[src/rtl/sha1_pkg.sv]
// Shared definitions for the SHA-1 Wishbone sequencer: register map, bit fields,
// sequencer state encoding and datapath widths.
package sha1_pkg;

  localparam int DIGEST_W  = 160;
  localparam int BLOCK_W   = 512;
  localparam int MSG_WORDS = 16;
  localparam int DIG_WORDS = 5;

  // Register offsets within the 256-byte window
  localparam logic [7:0] OFF_CTRL = 8'h00;
  localparam logic [7:0] OFF_STAT = 8'h04;
  localparam logic [7:0] OFF_MSG  = 8'h40;
  localparam logic [7:0] OFF_DIG  = 8'h80;

  // CTRL bit positions
  localparam int CTRL_START  = 0;
  localparam int CTRL_INIT   = 1;
  localparam int CTRL_IRQ_EN = 2;

  // STAT bit positions
  localparam int STAT_BUSY = 0;
  localparam int STAT_DONE = 1;
  localparam int STAT_ERR  = 2;

  typedef enum logic [1:0] {
    ST_IDLE  = 2'd0,
    ST_START = 2'd1,
    ST_RUN   = 2'd2
  } seq_state_e;

  // Counter increment that sticks at all-ones instead of wrapping
  function automatic logic [15:0] sat_inc(input logic [15:0] v);
    return (v == 16'hFFFF) ? v : v + 16'd1;
  endfunction

endpackage

[src/rtl/sha1_wb_sequencer_if.sv]
// Wishbone slave bus bundle between the user_project_wrapper and the sequencer.
interface sha1_wb_sequencer_if;
  logic        wbs_stb_i;
  logic        wbs_cyc_i;
  logic        wbs_we_i;
  logic [3:0]  wbs_sel_i;
  logic [31:0] wbs_dat_i;
  logic [31:0] wbs_adr_i;
  logic        wbs_ack_o;
  logic [31:0] wbs_dat_o;

  modport master (
    output wbs_stb_i, wbs_cyc_i, wbs_we_i, wbs_sel_i, wbs_dat_i, wbs_adr_i,
    input  wbs_ack_o, wbs_dat_o
  );

  modport slave (
    input  wbs_stb_i, wbs_cyc_i, wbs_we_i, wbs_sel_i, wbs_dat_i, wbs_adr_i,
    output wbs_ack_o, wbs_dat_o
  );
endinterface

[src/rtl/sha1_wb_regif.sv]
// Register interface: address decode, registered single-cycle ack, read mux and
// the 16-word message store that feeds the SHA-1 core.
module sha1_wb_regif
  import sha1_pkg::*;
#(
  parameter logic [31:0] BASE_ADR = 32'h3000_0000
) (
  input  logic                clk,
  input  logic                rst,
  sha1_wb_sequencer_if.slave  wbs,
  input  logic                busy,
  input  logic                done,
  input  logic                err,
  input  logic                init,
  input  logic                irq_en,
  input  logic [DIGEST_W-1:0] dig,
  output logic                ctrl_wr,
  output logic                stat_wr,
  output logic [2:0]          wr_bits,
  output logic [BLOCK_W-1:0]  block
);

  logic [31:0] msg [MSG_WORDS];
  logic [7:0]  off;
  logic        hit, req, wr_req;
  logic        is_msg, is_dig;
  logic [31:0] rdata;

  assign off    = wbs.wbs_adr_i[7:0];
  assign hit    = (wbs.wbs_adr_i[31:8] == BASE_ADR[31:8]);
  // The !ack term spaces back-to-back strobes onto alternate cycles
  assign req    = wbs.wbs_stb_i && wbs.wbs_cyc_i && hit && !wbs.wbs_ack_o;
  assign wr_req = req && wbs.wbs_we_i;

  assign is_msg = (off[7:6] == 2'b01) && (off[1:0] == 2'b00);
  assign is_dig = (off[7:5] == 3'b100) && (off[4:2] <= 3'd4) && (off[1:0] == 2'b00);

  assign ctrl_wr = wr_req && (off == OFF_CTRL);
  assign stat_wr = wr_req && (off == OFF_STAT);
  assign wr_bits = wbs.wbs_dat_i[2:0];

  // Message store: byte-lane writes, frozen while the core is busy
  // NOTE: the message words are reset because core_block must read 0 after reset;
  // a plain RAM without reset would leave X on the core input.
  always_ff @(posedge clk or posedge rst) begin
    if (rst) begin
      for (int i = 0; i < MSG_WORDS; i++) msg[i] <= '0;
    end else if (wr_req && is_msg && !busy) begin
      for (int b = 0; b < 4; b++) begin
        // NOTE: sequential state always uses <= so every flop samples pre-edge values.
        if (wbs.wbs_sel_i[b]) msg[off[5:2]][8*b +: 8] <= wbs.wbs_dat_i[8*b +: 8];
      end
    end
  end

  // Pack the message words, word0 in the top bits
  always_comb begin
    // NOTE: every always_comb output gets a default first so no path infers a latch.
    block = '0;
    for (int i = 0; i < MSG_WORDS; i++) block[BLOCK_W-1-32*i -: 32] = msg[i];
  end

  // Read mux; unmapped offsets return 0
  always_comb begin
    rdata = '0;
    if (off == OFF_CTRL) begin
      rdata[CTRL_INIT]   = init;
      rdata[CTRL_IRQ_EN] = irq_en;
    end else if (off == OFF_STAT) begin
      rdata[STAT_BUSY] = busy;
      rdata[STAT_DONE] = done;
      rdata[STAT_ERR]  = err;
    end else if (is_msg) begin
      rdata = msg[off[5:2]];
    end else if (is_dig) begin
      for (int i = 0; i < DIG_WORDS; i++) begin
        if (off[4:2] == 3'(i)) rdata = dig[DIGEST_W-1-32*i -: 32];
      end
    end
  end

  // Registered ack and read data, data is zero outside a read ack
  always_ff @(posedge clk or posedge rst) begin
    if (rst) begin
      wbs.wbs_ack_o <= 1'b0;
      wbs.wbs_dat_o <= '0;
    end else begin
      wbs.wbs_ack_o <= req;
      wbs.wbs_dat_o <= (req && !wbs.wbs_we_i) ? rdata : '0;
    end
  end

endmodule

[src/rtl/sha1_wb_sequencer.sv]
// SHA-1 job sequencer: firmware loads a block and writes START; this block pulses
// the core, waits for done (with timeout), captures the digest and raises irq.
module sha1_wb_sequencer
  import sha1_pkg::*;
#(
  parameter logic [31:0] BASE_ADR = 32'h3000_0000,
  parameter logic [15:0] TIMEOUT  = 16'd1023
) (
  input  logic                wb_clk_i,
  input  logic                wb_rst_i,
  sha1_wb_sequencer_if.slave  wbs,
  output logic                core_start,
  output logic                core_init,
  output logic [BLOCK_W-1:0]  core_block,
  input  logic                core_done,
  input  logic [DIGEST_W-1:0] core_digest,
  output logic                irq
);

  seq_state_e          state_q, state_d;
  logic [15:0]         cnt_q, cnt_inc;
  logic                busy, done_q, err_q, init_q, irq_en_q;
  logic [DIGEST_W-1:0] dig_q;
  logic                ctrl_wr, stat_wr;
  logic [2:0]          wr_bits;
  logic                start_req, timeout_hit, run_done, run_timeout;

  assign busy        = (state_q != ST_IDLE);
  assign start_req   = ctrl_wr && wr_bits[CTRL_START] && !busy;
  assign cnt_inc     = sat_inc(cnt_q);
  assign timeout_hit = (cnt_inc >= TIMEOUT);
  assign run_done    = (state_q == ST_RUN) && core_done;
  assign run_timeout = (state_q == ST_RUN) && !core_done && timeout_hit;

  sha1_wb_regif #(.BASE_ADR(BASE_ADR)) u_regif (
    .clk     (wb_clk_i),
    .rst     (wb_rst_i),
    .wbs     (wbs),
    .busy    (busy),
    .done    (done_q),
    .err     (err_q),
    .init    (init_q),
    .irq_en  (irq_en_q),
    .dig     (dig_q),
    .ctrl_wr (ctrl_wr),
    .stat_wr (stat_wr),
    .wr_bits (wr_bits),
    .block   (core_block)
  );

  // Sequencer state register
  always_ff @(posedge wb_clk_i or posedge wb_rst_i) begin
    if (wb_rst_i) state_q <= ST_IDLE;
    else          state_q <= state_d;
  end

  // Next state and the one-cycle core start pulse
  always_comb begin
    state_d    = state_q;
    core_start = 1'b0;
    case (state_q)
      ST_IDLE:  if (start_req) state_d = ST_START;
      ST_START: begin
        core_start = 1'b1;
        state_d    = ST_RUN;
      end
      ST_RUN:   if (run_done || run_timeout) state_d = ST_IDLE;
      default:  state_d = ST_IDLE;
    endcase
  end

  // Timeout counter: cleared on START, counts every RUN cycle, saturates
  always_ff @(posedge wb_clk_i or posedge wb_rst_i) begin
    if (wb_rst_i)               cnt_q <= '0;
    else if (start_req)         cnt_q <= '0;
    else if (state_q == ST_RUN) cnt_q <= cnt_inc;
  end

  // DONE/ERR flags; a completion in the same cycle as a W1C leaves DONE set
  always_ff @(posedge wb_clk_i or posedge wb_rst_i) begin
    if (wb_rst_i) begin
      done_q <= 1'b0;
      err_q  <= 1'b0;
    end else if (start_req) begin
      done_q <= 1'b0;
      err_q  <= 1'b0;
    end else begin
      if (stat_wr && wr_bits[STAT_DONE]) done_q <= 1'b0;
      if (stat_wr && wr_bits[STAT_ERR])  err_q  <= 1'b0;
      if (run_done)    done_q <= 1'b1;
      if (run_timeout) err_q  <= 1'b1;
    end
  end

  // CTRL fields: IRQ_EN always writable, INIT only latched while idle
  always_ff @(posedge wb_clk_i or posedge wb_rst_i) begin
    if (wb_rst_i) begin
      irq_en_q <= 1'b0;
      init_q   <= 1'b0;
    end else if (ctrl_wr) begin
      irq_en_q <= wr_bits[CTRL_IRQ_EN];
      if (!busy) init_q <= wr_bits[CTRL_INIT];
    end
  end

  // Digest capture on completion only
  always_ff @(posedge wb_clk_i or posedge wb_rst_i) begin
    if (wb_rst_i)      dig_q <= '0;
    else if (run_done) dig_q <= core_digest;
  end

  assign core_init = init_q;
  assign irq       = done_q && irq_en_q;

endmodule

[src/flat_wrapper.sv]
// flat-port wrapper written by rule: the top's interface ports become plain ports
module sha1_wb_sequencer_flat import sha1_pkg::*;
#(
  parameter logic [31:0] BASE_ADR = 32'h3000_0000,
  parameter logic [15:0] TIMEOUT  = 16'd1023
)
  (wb_clk_i, wb_rst_i, core_start, core_init, core_block, core_done, core_digest, irq, wbs_wbs_stb_i, wbs_wbs_cyc_i, wbs_wbs_we_i, wbs_wbs_sel_i, wbs_wbs_dat_i, wbs_wbs_adr_i, wbs_wbs_ack_o, wbs_wbs_dat_o);
  sha1_wb_sequencer_if wbs_i ();
  input  logic wb_clk_i;
  input  logic wb_rst_i;
  output logic core_start;
  output logic core_init;
  output logic [BLOCK_W-1:0] core_block;
  input  logic core_done;
  input  logic [DIGEST_W-1:0] core_digest;
  output logic irq;
  input wire logic [$bits(wbs_i.wbs_stb_i)-1:0] wbs_wbs_stb_i;
  input wire logic [$bits(wbs_i.wbs_cyc_i)-1:0] wbs_wbs_cyc_i;
  input wire logic [$bits(wbs_i.wbs_we_i)-1:0] wbs_wbs_we_i;
  input wire logic [$bits(wbs_i.wbs_sel_i)-1:0] wbs_wbs_sel_i;
  input wire logic [$bits(wbs_i.wbs_dat_i)-1:0] wbs_wbs_dat_i;
  input wire logic [$bits(wbs_i.wbs_adr_i)-1:0] wbs_wbs_adr_i;
  output wire logic [$bits(wbs_i.wbs_ack_o)-1:0] wbs_wbs_ack_o;
  output wire logic [$bits(wbs_i.wbs_dat_o)-1:0] wbs_wbs_dat_o;
  assign wbs_i.wbs_stb_i = wbs_wbs_stb_i;
  assign wbs_i.wbs_cyc_i = wbs_wbs_cyc_i;
  assign wbs_i.wbs_we_i = wbs_wbs_we_i;
  assign wbs_i.wbs_sel_i = wbs_wbs_sel_i;
  assign wbs_i.wbs_dat_i = wbs_wbs_dat_i;
  assign wbs_i.wbs_adr_i = wbs_wbs_adr_i;
  assign wbs_wbs_ack_o = wbs_i.wbs_ack_o;
  assign wbs_wbs_dat_o = wbs_i.wbs_dat_o;
  sha1_wb_sequencer #(.BASE_ADR(BASE_ADR), .TIMEOUT(TIMEOUT)) u_core (.wb_clk_i(wb_clk_i), .wb_rst_i(wb_rst_i), .wbs(wbs_i), .core_start(core_start), .core_init(core_init), .core_block(core_block), .core_done(core_done), .core_digest(core_digest), .irq(irq));
endmodule
[config.mk]
export PLATFORM = sky130hd
export DESIGN_NAME = sha1_wb_sequencer_flat
export DESIGN_NICKNAME = d
export VERILOG_FILES = /design/src/rtl/sha1_pkg.sv /design/src/rtl/sha1_wb_sequencer_if.sv /design/src/rtl/sha1_wb_regif.sv /design/src/rtl/sha1_wb_sequencer.sv /design/src/flat_wrapper.sv
export SDC_FILE = /design/constraint.sdc
export NUM_CORES = 2
export LEC_CHECK = 0
export BUFFER_PORTS_ARGS = -buffer_cell sky130_fd_sc_hd__buf_2
export CORE_AREA = 2 2 304 306
export CTS_BUF_LIST = sky130_fd_sc_hd__clkbuf_2 sky130_fd_sc_hd__clkbuf_4 sky130_fd_sc_hd__clkbuf_8
export CTS_CLUSTER_SIZE = 30
export DETAILED_ROUTE_END_ITERATION = 10
export DIE_AREA = 0 0 306 308
export HOLD_SLACK_MARGIN = 0.06
export SLEW_MARGIN = 20
export SYNTH_ARGS = -nofsm -noshare
export SYNTH_HDL_FRONTEND = slang
export SYNTH_HIERARCHICAL = 1
export SYNTH_SLANG_ARGS = --single-unit
[constraint.sdc]
create_clock -name wb_clk_i -period 20.8 [get_ports wb_clk_i]
set_input_delay 6.24 -clock wb_clk_i [delete_from_list [all_inputs] [get_ports wb_clk_i]]
set_output_delay 6.24 -clock wb_clk_i [all_outputs]
set_load 0.02 [all_outputs]
==> impl_metrics.env <==
export IMPL_status="finished, final reports clean"
export IMPL_synth_top_area_cell="dfrtp_1"
export IMPL_worst_ir_drop_vdd_uv=52.4
export IMPL_die_w_um=306
export IMPL_nets=3209
export IMPL_port_buffers=781
export IMPL_grt_pass1_wl_um=182000
export IMPL_drt_iter0_markers=1818
export IMPL_min_from="u_core/dig_q[69]"
export IMPL_clk_pin_slew_worst_paths_ns=0.05
export IMPL_pin_count=782
export IMPL_synth_edff_count=0
export IMPL_antenna_found_initial=28
export IMPL_layout_min_cycle_time_ns=9.05
export IMPL_area_delta_synth_final_pct=23.8
export IMPL_crit_start="wbs_wbs_adr_i[23]"
export IMPL_relSlewSlack=0.253
export IMPL_grt_start_max_net_pins=181
export IMPL_cts_buffer_depth=3
export IMPL_cts_buffers=133
export IMPL_min_period_over_period=0.435
export IMPL_rsz0062_at_grt="false"
export IMPL_finalHoldViolations=0
export IMPL_cts_hold_buffers=0
export IMPL_yosysSeqAreaShare=0.548
export IMPL_rr_startpoint="u_core/u_regif/wbs.wbs_ack_o"
export IMPL_gp_congestion=0.871
export IMPL_synthMuxAreaShare=0.349
export IMPL_drc=0
export IMPL_critPathMaxFanout=48
export IMPL_leakagePower_nw=21.7
export IMPL_final_util=0.451
export IMPL_worstSetupEndpointType="flop"
export IMPL_yosys_area_share_simple=0.0475
export IMPL_dieArea_sq_um=94200
export IMPL_yosys_register_bits=727
export IMPL_final_cells=4253
export IMPL_synth_cells=2175
export IMPL_p_total_w=0.00295
export IMPL_cp_start_kind="primary input"
export IMPL_dr_pass1_iters=5
export IMPL_htree_levels=4
export IMPL_grt_overflow_total=0
export IMPL_crit_required_ns=21.48
export IMPL_setup_viol=0
export IMPL_placementRows=111
export IMPL_layout_drive_gt1_share=0.622
export IMPL_ant_nets=0
export IMPL_synthArstFlopShare=1.00
export IMPL_synth_cell_types=61
export IMPL_vias=23800
export IMPL_syn_area_sq_um=33200
export IMPL_fin_tns_setup_ns=0
export IMPL_cap_violations=0
export IMPL_cts_setup_buffers=0
export IMPL_grt_pass1_vias=25000
export IMPL_pwr_density_cell_nw_per_um2=71.9
export IMPL_synth_top_area_share=0.548
export IMPL_start_util=0.365
export IMPL_core_area_sq_um=91000
export IMPL_viasPerCell=5.60
export IMPL_wl_per_cell_um=30.1
export IMPL_synth_avg_cell_area_sq_um=15.3
export IMPL_ys_warn_count=6
export IMPL_arrival_ns=9.73
export IMPL_fmax_ghz=0.110
export IMPL_synth_compound_area_frac=0.0344
export IMPL_synth_main_ff_cell="dfrtp_1"
export IMPL_hpwl_um=93300
export IMPL_synthXorXnorAreaFrac=0.000792
export IMPL_yosys_top_cells_area="dfrtp_1, mux2_2, mux4_2, clkbuf_1, mux2_1"
export IMPL_cts_tree="done"
export IMPL_tightest_slew_ns=1.12
export IMPL_dp_cells=4022
export IMPL_clock_latency_ns=0.82
export IMPL_slew_violations=0
export IMPL_hp_class="reg2reg"
export IMPL_cts_resized=0
export IMPL_cts_root_buf="clkbuf_8"
export IMPL_wirelength_um=128000
export IMPL_clkSinkCount=727
export IMPL_worst_clock_skew_ns=0.0382
export IMPL_synthesis_nets=2410
export IMPL_hold_ws_ns=0.499
export IMPL_crit_type="in2reg"
export IMPL_yosys_top_cells_count="dfrtp_1, mux2_2, mux4_2"
export IMPL_die_h_um=308
export IMPL_synth_most_common_cell="dfrtp_1"
export IMPL_grtUsageTotal=0.268
export IMPL_fill_cells=8384
export IMPL_synth_top_family_by_area="multiplexers"
export IMPL_synthAdderAreaFrac=0.000377
-- final cells by class --
type                       instances  area [sq um]  share of cell area
sequential                       727         18200               0.443
multi-input combinational       1294         14400               0.350
timing repair buffer             809          4240               0.103
clock buffer                     202          2520              0.0614
tap                             1186          1480              0.0361
clock inverter                    20           183             0.00445
inverter                           9          45.0             0.00110
antenna                            6          15.0            0.000366
-- per-stage QoR --
stage | area [sq um] | setup slack, ns
6_report | 41100 | 11.75
3_5_place_dp | 38300 | 11.00
5_1_grt | 41100 | 11.69
3_3_place_gp | 38300 | 11.03
2_1_floorplan | 33200 | 7.15
4_1_cts | 41000 | 11.93
-- worst paths after layout --
check	endpoint	slack, ns	depth (start not counted)
min in group asynchronous	u_core/dig_q[2]	5.53	2
max	u_core/u_regif/block[201]	11.75	7
min reg2reg	u_core/dig_q[69]	0.50	1
max in group asynchronous	u_core/u_regif/block[86]	12.88	5
max reg2reg	u_core/u_regif/block[201]	17.21	6
min	u_core/dig_q[69]	0.50	1
-- cell families (layout without fill, tap and decap cells) --
group | count (synthesis) | after routing
simple gates | 239 | 239
mux | 875 | 875
fa+ha+maj | 1 | 1
compound gates | 176 | 176
buf+inv | 154 | 1040
other cells | 0 | 6
flops | 727 | 727
xor+xnor | 3 | 3
-- per-layer routing --
layer,global-route usage,share of wire,wire length [um],vias up
met1,0.333,0.39,50500,12500
met3,0.0869,0.085,10900,258
met4,0.102,0.038,4870,32
met5,0,0.0014,178,-
li1,-,-,-,9868
met2,0.435,0.48,61500,1129
-- worst max-delay path, stage by stage --
cell,delay (ns)
buf_2,0.13
nor4_1,0.28
nand4_1,0.57
nor4_4,0.39
buf_4,0.68
nand3_1,0.84
mux2_2,0.55
-- power by group --
part	switching [W]	internal, W
clock network	0.000612	0.000795
logic	0.0000932	0.0000367
registers	0.0000000431	0.00142
total	0.000705	0.00225
-- cells in the final DEF (no fill, tap or decap), types with 4 or more instances in the layout --
cell type,netlist,routed
nand3_1,51,51
nor2b_1,34,33
nor2_1,40,37
o22ai_1,28,28
nand2b_1,10,10
a21oi_1,38,38
nand3_2,10,10
a31oi_1,32,32
clkbuf_4,0,41
or3_1,4,4
clkinv_2,0,10
clkbuf_8,0,162
nor4_1,11,11
buf_2,22,777
nand2_1,19,18
nand3_4,20,20
mux2i_1,14,14
mux2_1,32,32
mux4_2,156,156
a22oi_1,4,4
diode_2,0,6
buf_4,4,22
nand4_1,10,10
mux2_2,673,673
inv_1,8,6
a22o_1,29,29
o21ai_0,26,26
nor3_1,9,9
dfrtp_1,727,727
inv_6,0,4
-- flip-flops by register name, summed over array words and instances (netlist names) --
signal,cells
u_core/err_q,1
u_core/core_init,1
u_core/done_q,1
u_core/dig_q,160
u_core/state_q,2
u_core/irq_en_q,1
u_core/u_regif/block,512
u_core/u_regif/wbs.wbs_ack_o,1
u_core/cnt_q,16
u_core/u_regif/wbs.wbs_dat_o,32
Note: power is estimated with default switching activity, not from simulation.
